$ cat config.mk
export PLATFORM = sky130hd
export DESIGN_NAME = trace_recorder
export DESIGN_NICKNAME = d
export VERILOG_FILES = /design/src/rtl/trace_recorder.sv
export SDC_FILE = /design/constraint.sdc
export NUM_CORES = 1
export LEC_CHECK = 0
export BUFFER_PORTS_ARGS = -buffer_cell sky130_fd_sc_hd__buf_2
export CAP_MARGIN = 20
export CORE_AREA = 2 2 88 107
export DETAILED_ROUTE_END_ITERATION = 7
export DIE_AREA = 0 0 90 109
export PLACE_DENSITY = 0.82
export SLEW_MARGIN = 15
export SYNTH_ARGS = -nofsm -noshare
export SYNTH_HDL_FRONTEND = slang
export SYNTH_SLANG_ARGS = --single-unit
$ cat constraint.sdc
create_clock -name clk -period 3.15 [get_ports clk]
set_input_delay 0.63 -clock clk [delete_from_list [all_inputs] [get_ports clk]]
set_output_delay 0.63 -clock clk [all_outputs]
set_load 0.1 [all_outputs]
$ cat src/rtl/trace_recorder.sv
// Records a dwell-filtered cursor path over the 4x4 spell-trace grid:
// a bitmap of visited boxes plus the ordered list of up to 8 accepted boxes.
module trace_recorder #(
  parameter int unsigned DWELL   = 4,
  parameter int unsigned TIMEOUT = 50_000_000
) (
  input  logic        clk,
  input  logic        resetn,
  input  logic        start,
  input  logic        stop,
  input  logic        cur_valid,
  input  logic [8:0]  cur_row,
  input  logic [9:0]  cur_col,
  output logic [15:0] trace,
  output logic [31:0] seq,
  output logic [3:0]  seq_len,
  output logic        busy,
  output logic        done
);

  localparam int unsigned   TW        = $clog2(TIMEOUT);
  localparam logic [3:0]    DWELL_C   = 4'(DWELL);
  localparam logic [TW-1:0] TIMER_END = TW'(TIMEOUT - 1);

  typedef enum logic [1:0] {IDLE = 2'd0, RECORD = 2'd1, DONE = 2'd2} state_t;

  // Band decode returns {in_band, band_index}; comparisons only.
  function automatic logic [2:0] band_row(input logic [8:0] row);
    logic [2:0] r;
    if (row < 9'd40)       r = 3'b000;
    else if (row < 9'd140) r = 3'b100;
    else if (row < 9'd240) r = 3'b101;
    else if (row < 9'd340) r = 3'b110;
    else if (row < 9'd440) r = 3'b111;
    else                   r = 3'b000;
    return r;
  endfunction

  function automatic logic [2:0] band_col(input logic [9:0] col);
    logic [2:0] c;
    if (col < 10'd120)      c = 3'b000;
    else if (col < 10'd220) c = 3'b100;
    else if (col < 10'd320) c = 3'b101;
    else if (col < 10'd420) c = 3'b110;
    else if (col < 10'd520) c = 3'b111;
    else                    c = 3'b000;
    return c;
  endfunction

  state_t        state_r, state_s;
  logic [15:0]   trace_r, trace_s;
  logic [31:0]   seq_r, seq_s;
  logic [3:0]    seq_len_r, seq_len_s;
  logic [3:0]    last_box_r, last_box_s;
  logic [3:0]    cand_r, cand_s;
  logic          cand_valid_r, cand_valid_s;
  logic [3:0]    count_r, count_s;
  logic [TW-1:0] timer_r, timer_s;
  logic          busy_r, done_r;

  logic [2:0] row_band_s, col_band_s;
  logic       in_grid_s, hit_s, reach_s, accept_s;
  logic [3:0] box_s, dwell_next_s;

  assign row_band_s   = band_row(cur_row);
  assign col_band_s   = band_col(cur_col);
  assign in_grid_s    = row_band_s[2] & col_band_s[2];
  assign box_s        = {row_band_s[1:0], col_band_s[1:0]};
  assign hit_s        = cand_valid_r && (box_s == cand_r);
  assign dwell_next_s = hit_s ? ((count_r == DWELL_C) ? DWELL_C : count_r + 4'd1) : 4'd1;
  // A saturated count on the same box is not a new accept.
  assign reach_s      = cur_valid && in_grid_s && (dwell_next_s == DWELL_C)
                        && !(hit_s && (count_r == DWELL_C));
  assign accept_s     = reach_s && ((seq_len_r == 4'd0) || (box_s != last_box_r));

  // Next-state and next-result logic for the recorder.
  always_comb begin
    state_s      = state_r;
    trace_s      = trace_r;
    seq_s        = seq_r;
    seq_len_s    = seq_len_r;
    last_box_s   = last_box_r;
    cand_s       = cand_r;
    cand_valid_s = cand_valid_r;
    count_s      = count_r;
    timer_s      = timer_r;
    if (start) begin
      trace_s      = 16'h0000;
      seq_s        = 32'h0000_0000;
      seq_len_s    = 4'd0;
      last_box_s   = 4'd0;
      cand_s       = 4'd0;
      cand_valid_s = 1'b0;
      count_s      = 4'd0;
      timer_s      = '0;
      state_s      = RECORD;
    end else begin
      case (state_r)
        IDLE: state_s = IDLE;
        RECORD: begin
          if (cur_valid && in_grid_s) begin
            cand_s       = box_s;
            cand_valid_s = 1'b1;
            count_s      = dwell_next_s;
          end else if (cur_valid) begin
            cand_valid_s = 1'b0;
            count_s      = 4'd0;
          end else begin
            cand_valid_s = cand_valid_r;
            count_s      = count_r;
          end
          if (accept_s) begin
            seq_s[{seq_len_r[2:0], 2'b00} +: 4] = box_s;
            seq_len_s      = seq_len_r + 4'd1;
            trace_s[box_s] = 1'b1;
            last_box_s     = box_s;
            timer_s        = '0;
          end else if (seq_len_r != 4'd0) begin
            timer_s = timer_r + TW'(1'b1);
          end else begin
            timer_s = timer_r;
          end
          if (stop || (accept_s && (seq_len_r == 4'd7))
              || (!accept_s && (seq_len_r != 4'd0) && (timer_r == TIMER_END))) begin
            state_s = DONE;
          end else begin
            state_s = RECORD;
          end
        end
        DONE:    state_s = IDLE;
        default: state_s = IDLE;
      endcase
    end
  end

  // State and result registers with synchronous active-low reset.
  always_ff @(posedge clk) begin
    if (!resetn) begin
      state_r      <= IDLE;
      trace_r      <= 16'h0000;
      seq_r        <= 32'h0000_0000;
      seq_len_r    <= 4'd0;
      last_box_r   <= 4'd0;
      cand_r       <= 4'd0;
      cand_valid_r <= 1'b0;
      count_r      <= 4'd0;
      timer_r      <= '0;
      busy_r       <= 1'b0;
      done_r       <= 1'b0;
    end else begin
      state_r      <= state_s;
      trace_r      <= trace_s;
      seq_r        <= seq_s;
      seq_len_r    <= seq_len_s;
      last_box_r   <= last_box_s;
      cand_r       <= cand_s;
      cand_valid_r <= cand_valid_s;
      count_r      <= count_s;
      timer_r      <= timer_s;
      busy_r       <= (state_s == RECORD);
      done_r       <= (state_s == DONE);
    end
  end

  assign trace   = trace_r;
  assign seq     = seq_r;
  assign seq_len = seq_len_r;
  assign busy    = busy_r;
  assign done    = done_r;

endmodule

* Yosys cells after proc, flatten, opt, wreduce, memory -nomap -nowiden *
Cells that the tools add are included.

storage, ports and cells
  bits in registers = 95
  bits in latches = 0
  memory bits (writable) = 0
  bits in read-only memories = 0
  input bits = 24
  output and inout bits = 54
  logic and storage cells = 89
  memories = 0

cells by class
  add/sub/neg operators = 4
  multiply operators = 0
  div/mod/pow operators = 0
  order comparisons = 12
  equality and inequality tests = 9
  shift-type cells = 2
  multiplexer cells = 24
  bitwise gates (word level) = 3
  reductions and logical operators = 24

operators with widths
  kind                                                                    count
  26-bit 2-to-1 mux                                                       2
  32-bit bitwise mux                                                      1
  4-bit by 7-bit variable shift with 32-bit output, first input constant  1
  4-bit by 7-bit indexed part select with 32-bit output                   1
  3-bit 2-to-1 mux                                                        10
  26-bit by 1-bit adder with 26-bit output, second input constant         1
  26-bit == test, second input constant                                   1
  10-bit by 9-bit < comparator with 1-bit output, second input constant   2
  9-bit by 8-bit < comparator with 1-bit output, second input constant    2
  9-bit < comparator, second input constant                               2
  4-bit 2-to-1 mux                                                        4
  16-bit bitwise OR                                                       1
  4-bit by 3-bit == test with 1-bit output, second input constant         3
  1-bit logical AND                                                       10
  10-bit < comparator, second input constant                              1
  10-bit by 7-bit < comparator with 1-bit output, second input constant   1
  10-bit by 8-bit < comparator with 1-bit output, second input constant   1
  9-bit by 6-bit < comparator with 1-bit output, second input constant    1
  4-bit by 1-bit adder with 4-bit output, second input constant           2
  2-bit AND reduction                                                     4
  5-bit negator with 7-bit output                                         1
  2-bit 2-to-1 mux                                                        3
  4-bit by 5-bit < comparator with 1-bit output, second input constant    1
  1-bit demux with 4-bit select                                           1
  14 further kinds                                                        21

* Depth between registers and ports, before layout *
Gate-level depths: netlist of the first run.

  word-level depth = 21
  mapped depth = 11
  gate-level depth less buffers = 10

* Worst setup path after synthesis of the first run *
No wires, ideal clock.

  path kind = input-to-reg
  start point = input port cur_row[2]
  end point = register seq_r[10] (netlist: seq[10])
  setup time = 72 ps
  arrival = 2938 ps
  required time = 3078 ps
  slack = 140 ps
  stages = 10
  path buffers = 1
  cell sequence = a2111oi_2 -> nor4b_2 -> a21o_1 -> xor2_1 -> nor3_1 -> nand4_2 -> or3_4 -> and4bb_1 -> buf_4 -> mux2i_1

between the ends
  word-level cells in the longest chain between the ends = 14
  elaborated cells between the ends (all ways) = 26
  classes of those cells = 5 x order compare; 3 x eq/ne; 1 x shift; 7 x mux; 1 x bitwise; 9 x reduce/logical

ends and longest elaborated chain
  element                                   RTL line  text
  from (decl)                               12        input logic [8:0] cur_row,
  9-bit < comparator                        34        else if (row < 9'd440) r = 3'b111;
  3-bit 2-to-1 mux                          34
  3-bit 2-to-1 mux                          33        else if (row < 9'd340) r = 3'b110;
  3-bit 2-to-1 mux                          32        else if (row < 9'd240) r = 3'b101;
  3-bit 2-to-1 mux                          31        else if (row < 9'd140) r = 3'b100;
  3-bit 2-to-1 mux *                        30        if (row < 9'd40) r = 3'b000;
  4-bit == test                             69        assign hit_s = cand_valid_r && (box_s == cand_r);
  1-bit logical AND                         69
  4-bit 2-to-1 mux                          70        assign dwell_next_s = hit_s ? ((count_r == DWELL_C) ? DWELL_C : count_r + 4'd1) : 4'd1;
  4-bit by 3-bit == test with 1-bit output  72        assign reach_s = cur_valid && in_grid_s && (dwell_next_s == DWELL_C)
  1-bit logical AND                         72
  1-bit logical AND                         73        && !(hit_s && (count_r == DWELL_C));
  1-bit logical AND                         74        assign accept_s = reach_s && ((seq_len_r == 4'd0) || (box_s != last_box_r));
  2-bit AND reduction (no source line)      --
  to (signal assigned)                      153       seq_r <= seq_s;
  to (decl)                                 52        logic [31:0] seq_r, seq_s;

Every way passes the cells marked *; elsewhere a longest branch is shown, timed or not.
A chain may end at the register's enable or synchronous reset.

* Worst setup path in the final report of the first run *
  start point = input port cur_row[3]
  end point = register timer_r[22]

between the ends
  word-level cells in the longest chain between the ends = 15
  elaborated cells between the ends (all ways) = 26
  classes of those cells = 5 x order compare; 3 x eq/ne; 7 x mux; 1 x bitwise; 10 x reduce/logical

ends and longest elaborated chain
  element                                   RTL line  text
  9-bit < comparator                        34
  3-bit 2-to-1 mux                          34
  3-bit 2-to-1 mux                          33
  3-bit 2-to-1 mux                          32
  3-bit 2-to-1 mux                          31
  3-bit 2-to-1 mux *                        30
  4-bit == test                             69
  1-bit logical AND                         69
  4-bit 2-to-1 mux                          70
  4-bit by 3-bit == test with 1-bit output  72
  1-bit logical AND                         72
  1-bit logical AND                         73
  1-bit logical AND *                       74
  2-bit nonzero test (no source line)       --
  2-bit AND reduction (no source line)      --
  to (signal assigned)                      159       timer_r <= timer_s;
  to (decl)                                 58        logic [TW-1:0] timer_r, timer_s;

Marks and branches as above.

==> results of run 1 <==
[worst paths after layout]
check / from / end / slack (ns) / depth (start not counted)
setup / recovery: cur_row[3] / timer_r[22] / 0.20 / 11
hold / removal: seq[11] / seq[11] / 0.46 / 2
setup reg to reg: count_r[0] / timer_r[22] / 0.32 / 11
hold reg to reg: seq[11] / seq[11] / 0.46 / 2
[power breakdown]
group,switching [mW],internal (mW)
clock,0.462,0.305
combinational,0.0925,0.0564
sequential,0.00129,1.20
[stage by stage]
stage	area, um^2	worst slack, ns	utilization (%)
floorplan	4292	0.1404	-
global placement	4966	-0.1025	56.15
detailed placement	4966	-0.2294	56.15
CTS	5154	0.1593	58.28
global route	5174	0.009783	58.50
finish	5174	0.1966	58.50
[area by class of cell]
cell class                      count  area (um^2)  share of cell area (%)
Inverter                           12        45.04                  0.8706
Sequential cell                    95         1902                   36.76
Clock inverter                      7        63.81                   1.233
Timing Repair Buffer              104        623.1                   12.04
Clock buffer                        9        123.9                   2.394
Multi-Input combinational cell    360         2266                   43.80
Tap cell                          120        150.1                   2.902
[routing by layer]
metal	up-vias	share of wire, %
met2	75	52
met3	6	4.8
met1	1788	42
met5	-	0
met4	0	0.88
li1	1882	-
[synth_stat cells (all sizes together) (2+ instances only)]
| cell | number |
|---|---|
| nand2 | 50 |
| mux2i | 39 |
| or3 | 4 |
| a32o | 2 |
| a21oi | 21 |
| nand4 | 15 |
| and3 | 4 |
| nor4 | 4 |
| nand4b | 2 |
| nand3 | 17 |
| nor2 | 91 |
| a2111oi | 6 |
| xor2 | 18 |
| buf | 4 |
| nor2b | 7 |
| a22oi | 2 |
| nor4b | 2 |
| clkbuf | 14 |
| nor3 | 12 |
| a31oi | 6 |
| xnor2 | 15 |
| nand3b | 2 |
| inv | 12 |
| dfxtp | 95 |
| nand2b | 5 |
| o21ai | 7 |
| ha | 6 |
| nor3b | 2 |
| o211ai | 2 |
[logic make-up (layout without fill, tap and decap cells)]
group,count (synthesis),in the layout,share of synthesized area [%]
and+or+nand+nor,223,223,25.48
DFF,95,95,44.31
AOI/OAI and AO/OA,59,59,9.505
muxes,39,39,9.096
xor gates and xnor gates,33,33,6.910
buffers and inverters,30,132,2.944
adders and majority gates,6,6,1.749
[registers in the layout, indices dropped and copies added (netlist names), 2 cells and up]
signal	cells
last_box_r	4
seq_len	4
trace	16
state_r	2
count_r	4
seq	32
cand_r	4
timer_r	26
[worst max-delay path, cell delays in order]
cell,delay (ns)
buf_2,0.12
a31o_2,0.26
a32o_1,0.28
a221oi_2,0.23
o2111ai_1,0.20
nor3_1,0.26
nand4_2,0.17
buf_4,0.24
a2111oi_0,0.58
xnor2_1,0.20
nor2_1,0.05
==> impl_metrics.ini, run 1 <==
[global_route]
grt.busiest_layer = met2
use_met2_pct = 36.57
met3_usage_pct = 5.321
grtUsageMet1_pct = 23.43
antenna_found_initial = 0
grt_pass1_wl_um = 16380
gr-total-overflow = 0
grt_pass1_vias = 3615
grt_usage_pct = 20.22
grt_max_degree = 58

[drt]
wire_per_inst_um = 13.94
ant_nets = 0
wirelength_um = 9858
first_pass_iters = 4
drt_iter0_markers = 216
num_vias = 3751
drc = 0
vias_per_cell = 5.306

[clocking]
clockRootBuffer = clkbuf_8
clk_latency_ns = 0.36
cts_buffers = 9
tritoncts = done
post_cts_buffers = 0
path_clk_slew_ns = 0.10
cts_resized = 0
clock_path_buffers = 2
cts_num_sinks = 95
postCtsHoldBufs = 0
htree_levels = 3

[placement]
dp_hpwl_um = 7188
placed_cells = 690
finalWeightedCongestion = 0.8286
port_buffers = 73

[synth]
synth_seq_cells = 95
synthFlopType = dfxtp_1
avgSynthCellArea_um2 = 8.849
yosysWarningCount = 0
synth_cell_types = 60
postSynthCellCount = 485
synth_top_area_share_pct = 44.31
syn_area_um2 = 4292
ys_seq_area_share_pct = 44.31
synthTopCellsByArea = dfxtp_1 44%, mux2i_1 9.1%, nor2_1 8.0%, nand2_1 4.4%, xor2_1 3.7%
async_flop_share_pct = 0
synth_top_area_cell = dfxtp_1
synth-edff-count = 0
synth_nets = 515

[final_layout]
stdcell_count = 707
mostFrequentLayoutCells = 95 x dfxtp_1, 91 x nor2_1, 73 x buf_2
layout-drive-gt1-share_pct = 23.34
final_nets = 612
syn_to_final_growth_pct = 20.55
antennaDiodeCount = 0
fillers = 779
layout_commonest_cell = dfxtp_1

[floorplan]
rows = 38
die_w_um = 90
initial_core_util_pct = 48.53
die_h_um = 109
ios = 78
die-area_um2 = 9810
core_um2 = 8843

[power_and_ir_drop]
finalPower_mw = 2.120
power_density_nw_per_um2 = 409.7
p_leak_nw = 2.205
ir_worst_vdd_mv = 0.2752

[sta]
holdWs_ns = 0.4592
max-slew-margin-rel_pct = 58.92
post-route-period-util_pct = 93.76
finalSetupViolCount = 0
rsz0062_at_grt = no
clock.fmax_mhz = 338.6
finalHoldViolCount = 0
finalMaxSlewViolations = 0
worst_slew_pin_slew_ns = 0.6007
tns_ns = 0
min_period_ns = 2.953
skew_ns = 0.009626

[worst_setup_path]
required_ns = 3.42
critPathArrivalTime_ns = 3.22
endpoint_kind = register
critPathMaxFanout = 16
worst_setup_path_start_kind = input port
crit_type = in -> reg

[status]
status = finished, final reports clean

[job]
max_cap_violations = 0

[hold_path]
hold_path.class = reg -> reg
Note: power is estimated with default switching activity, not from simulation.
==> run 2: changes to the inputs <==
CORE_AREA = 2 2 96 98   (was 2 2 88 107)
DIE_AREA = 0 0 98 100   (was 0 0 90 109)
==> run 2 against run 1 <==
Effect of this change:
- register-to-register slack better by 0.14 ns
- via count shrank 0.19%
- routed wire length up 1.0%
- largest power group unchanged
- critical path depth grew 1
- worst hold slack improved by 0.0077 ns
- highest routed layer unchanged
- setup slack better by 0.011 ns
- first-iteration DRC count down 29%
- clock power up 2.9%
- core utilization is 0.22 points lower
- clock skew up 0.0096 ns
- cell area grew 0.15%
- sequential share of layout area is 0.053 points lower
==> impl_metrics.ini, run 2 (synthesized netlist as in run 1, its figures left out) <==
[power_and_ir_drop]
p_leak_nw = 2.222
comb_power_share_pct = 7.0
p_sw_uw = 572.4
power_density_nw_per_um2 = 413.6
power_frac_clock_pct = 36.8
p_sw_share_pct = 26.71
p_int_mw = 1.571
seqPwrFrac_pct = 56.2
finalPower_mw = 2.143
ir_worst_vdd_mv = 0.3280

[sta]
skew_ns = 0.01921
min_period_ns = 2.942
setup_ws_ns = 0.2079
finalSetupViolCount = 0
max-slew-margin-rel_pct = 28.93
finalHoldViolCount = 0
post-route-period-util_pct = 93.40
finalMaxSlewViolations = 0
clock.fmax_mhz = 339.9
worst_slew_pin_slew_ns = 1.066
rsz0062_at_grt = no

[global_route]
antenna_found_initial = 0
gr-total-overflow = 0
grt_usage_pct = 20.70
grt_max_degree = 58
grt_pass1_vias = 3744
grt_pass1_wl_um = 16860

[drt]
vias_per_cell = 5.341
wire_per_inst_um = 14.21
num_vias = 3744
first_pass_iters = 4
drc = 0
drt_iter0_markers = 154
ant_nets = 0
wirelength_um = 9958

[worst_setup_path]
critPathArrivalTime_ns = 3.16
r2r_start = count_r[0]
critPathMaxStageDelay_ns = 0.55
endpoint_kind = register
crit_chain = buf_2, buf_4, and3_1, nor4b_2, a21o_1, xor2_1, or4b_1, and4b_1, buf_4, nand3_1, mux2i_1, nor2_1
cp-startpoint = cur_row[4]
worst_setup_path_start_kind = input port
crit_path_top_delay_cell = or4b_1
critPathMaxFanout = 6
crit_type = in -> reg
crit_top_cell = buf_4
required_ns = 3.36
cpLargestDelayFamily = simple AND/OR/NAND/NOR gates
path_buf_inv = 3

[floorplan]
rows = 35
die_h_um = 100
initial_core_util_pct = 48.28
core_um2 = 8890
die-area_um2 = 9800
die_w_um = 98
ios = 78

[clocking]
path_clk_slew_ns = 0.10
postCtsHoldBufs = 0
tritoncts = done
cts_num_sinks = 95
clk_latency_ns = 0.37
post_cts_buffers = 0
htree_levels = 3
cts_buffers = 9
clock_path_buffers = 2
cts_resized = 0
clockRootBuffer = clkbuf_8

[final_layout]
mostFrequentLayoutCells = 95 x dfxtp_1, 91 x nor2_1, 73 x buf_2
final_nets = 615
stdcell_count = 701
layout_commonest_cell = dfxtp_1
antennaDiodeCount = 0
syn_to_final_growth_pct = 20.73
largest_register_ffs = 32
layout-drive-gt1-share_pct = 23.73

[placement]
pre_cts_ws_ns = -0.1957
dp_hpwl_um = 7299
port_buffers = 73
placed_cells = 685
finalWeightedCongestion = 0.8328

[job]
max_cap_violations = 0

[hold_path]
hold_start = seq[27]
hold_path.class = reg -> reg

[status]
status = finished, final reports clean
## run 2: worst paths after layout
kind	to	slack (ns)	cells past startpoint
max	seq[15]	0.21	12
min	seq[27]	0.47	2
max reg2reg	seq[10]	0.46	11
min reg2reg	seq[27]	0.47	2
## run 2: through the flow
| step | setup TNS, ns | hold WS, ns | cell area [um^2] | utilization, % |
|---|---|---|---|---|
| 2_1_floorplan | 0 | 0.4366 | 4292 | - |
| 3_3_place_gp | -1.728 | 0.4436 | 4985 | 56.07 |
| 3_5_place_dp | -4.029 | 0.4542 | 4985 | 56.07 |
| 4_1_cts | 0 | 0.4702 | 5181 | 58.28 |
| 5_1_grt | 0 | 0.4926 | 5181 | 58.28 |
| 6_report | 0 | 0.4668 | 5181 | 58.28 |
## run 2: cell type report
cell class,instances,area [um^2]
fillers,748,3709
multi-input cells,360,2266
flip-flops and latches,95,1902
repair buffers,107,633.1
well taps,111,138.9
clock buffers,9,123.9
clock inverters,7,72.57
inverters,12,45.04
## run 2: per-layer routing
layer	up-vias	wire (um)	global-route usage (%)
met3	10	546	5.014
met5	-	0	0
met4	0	110	6.197
met2	92	5133	37.51
met1	1764	4168	24.30
li1	1878	-	-
## run 2: power by group through the flow
stage	Combinational (mW)	Sequential, mW	Clock, mW
floorplan	0.0755	1.24	0
global placement	0.144	1.23	0
detailed placement	0.149	1.23	0
CTS	0.150	1.20	0.807
global route	0.163	1.20	0.864
finish	0.151	1.20	0.789
## run 2: worst register-to-register path, stage by stage (launching register included)
cell,delay (ns)
dfxtp_1,0.42
inv_1,0.09
ha_1,0.25
o21ai_0,0.15
nand2_1,0.07
a211o_1,0.28
nor3_1,0.18
nand4_2,0.16
or3_4,0.42
and4bb_1,0.28
buf_4,0.15
mux2i_1,0.19
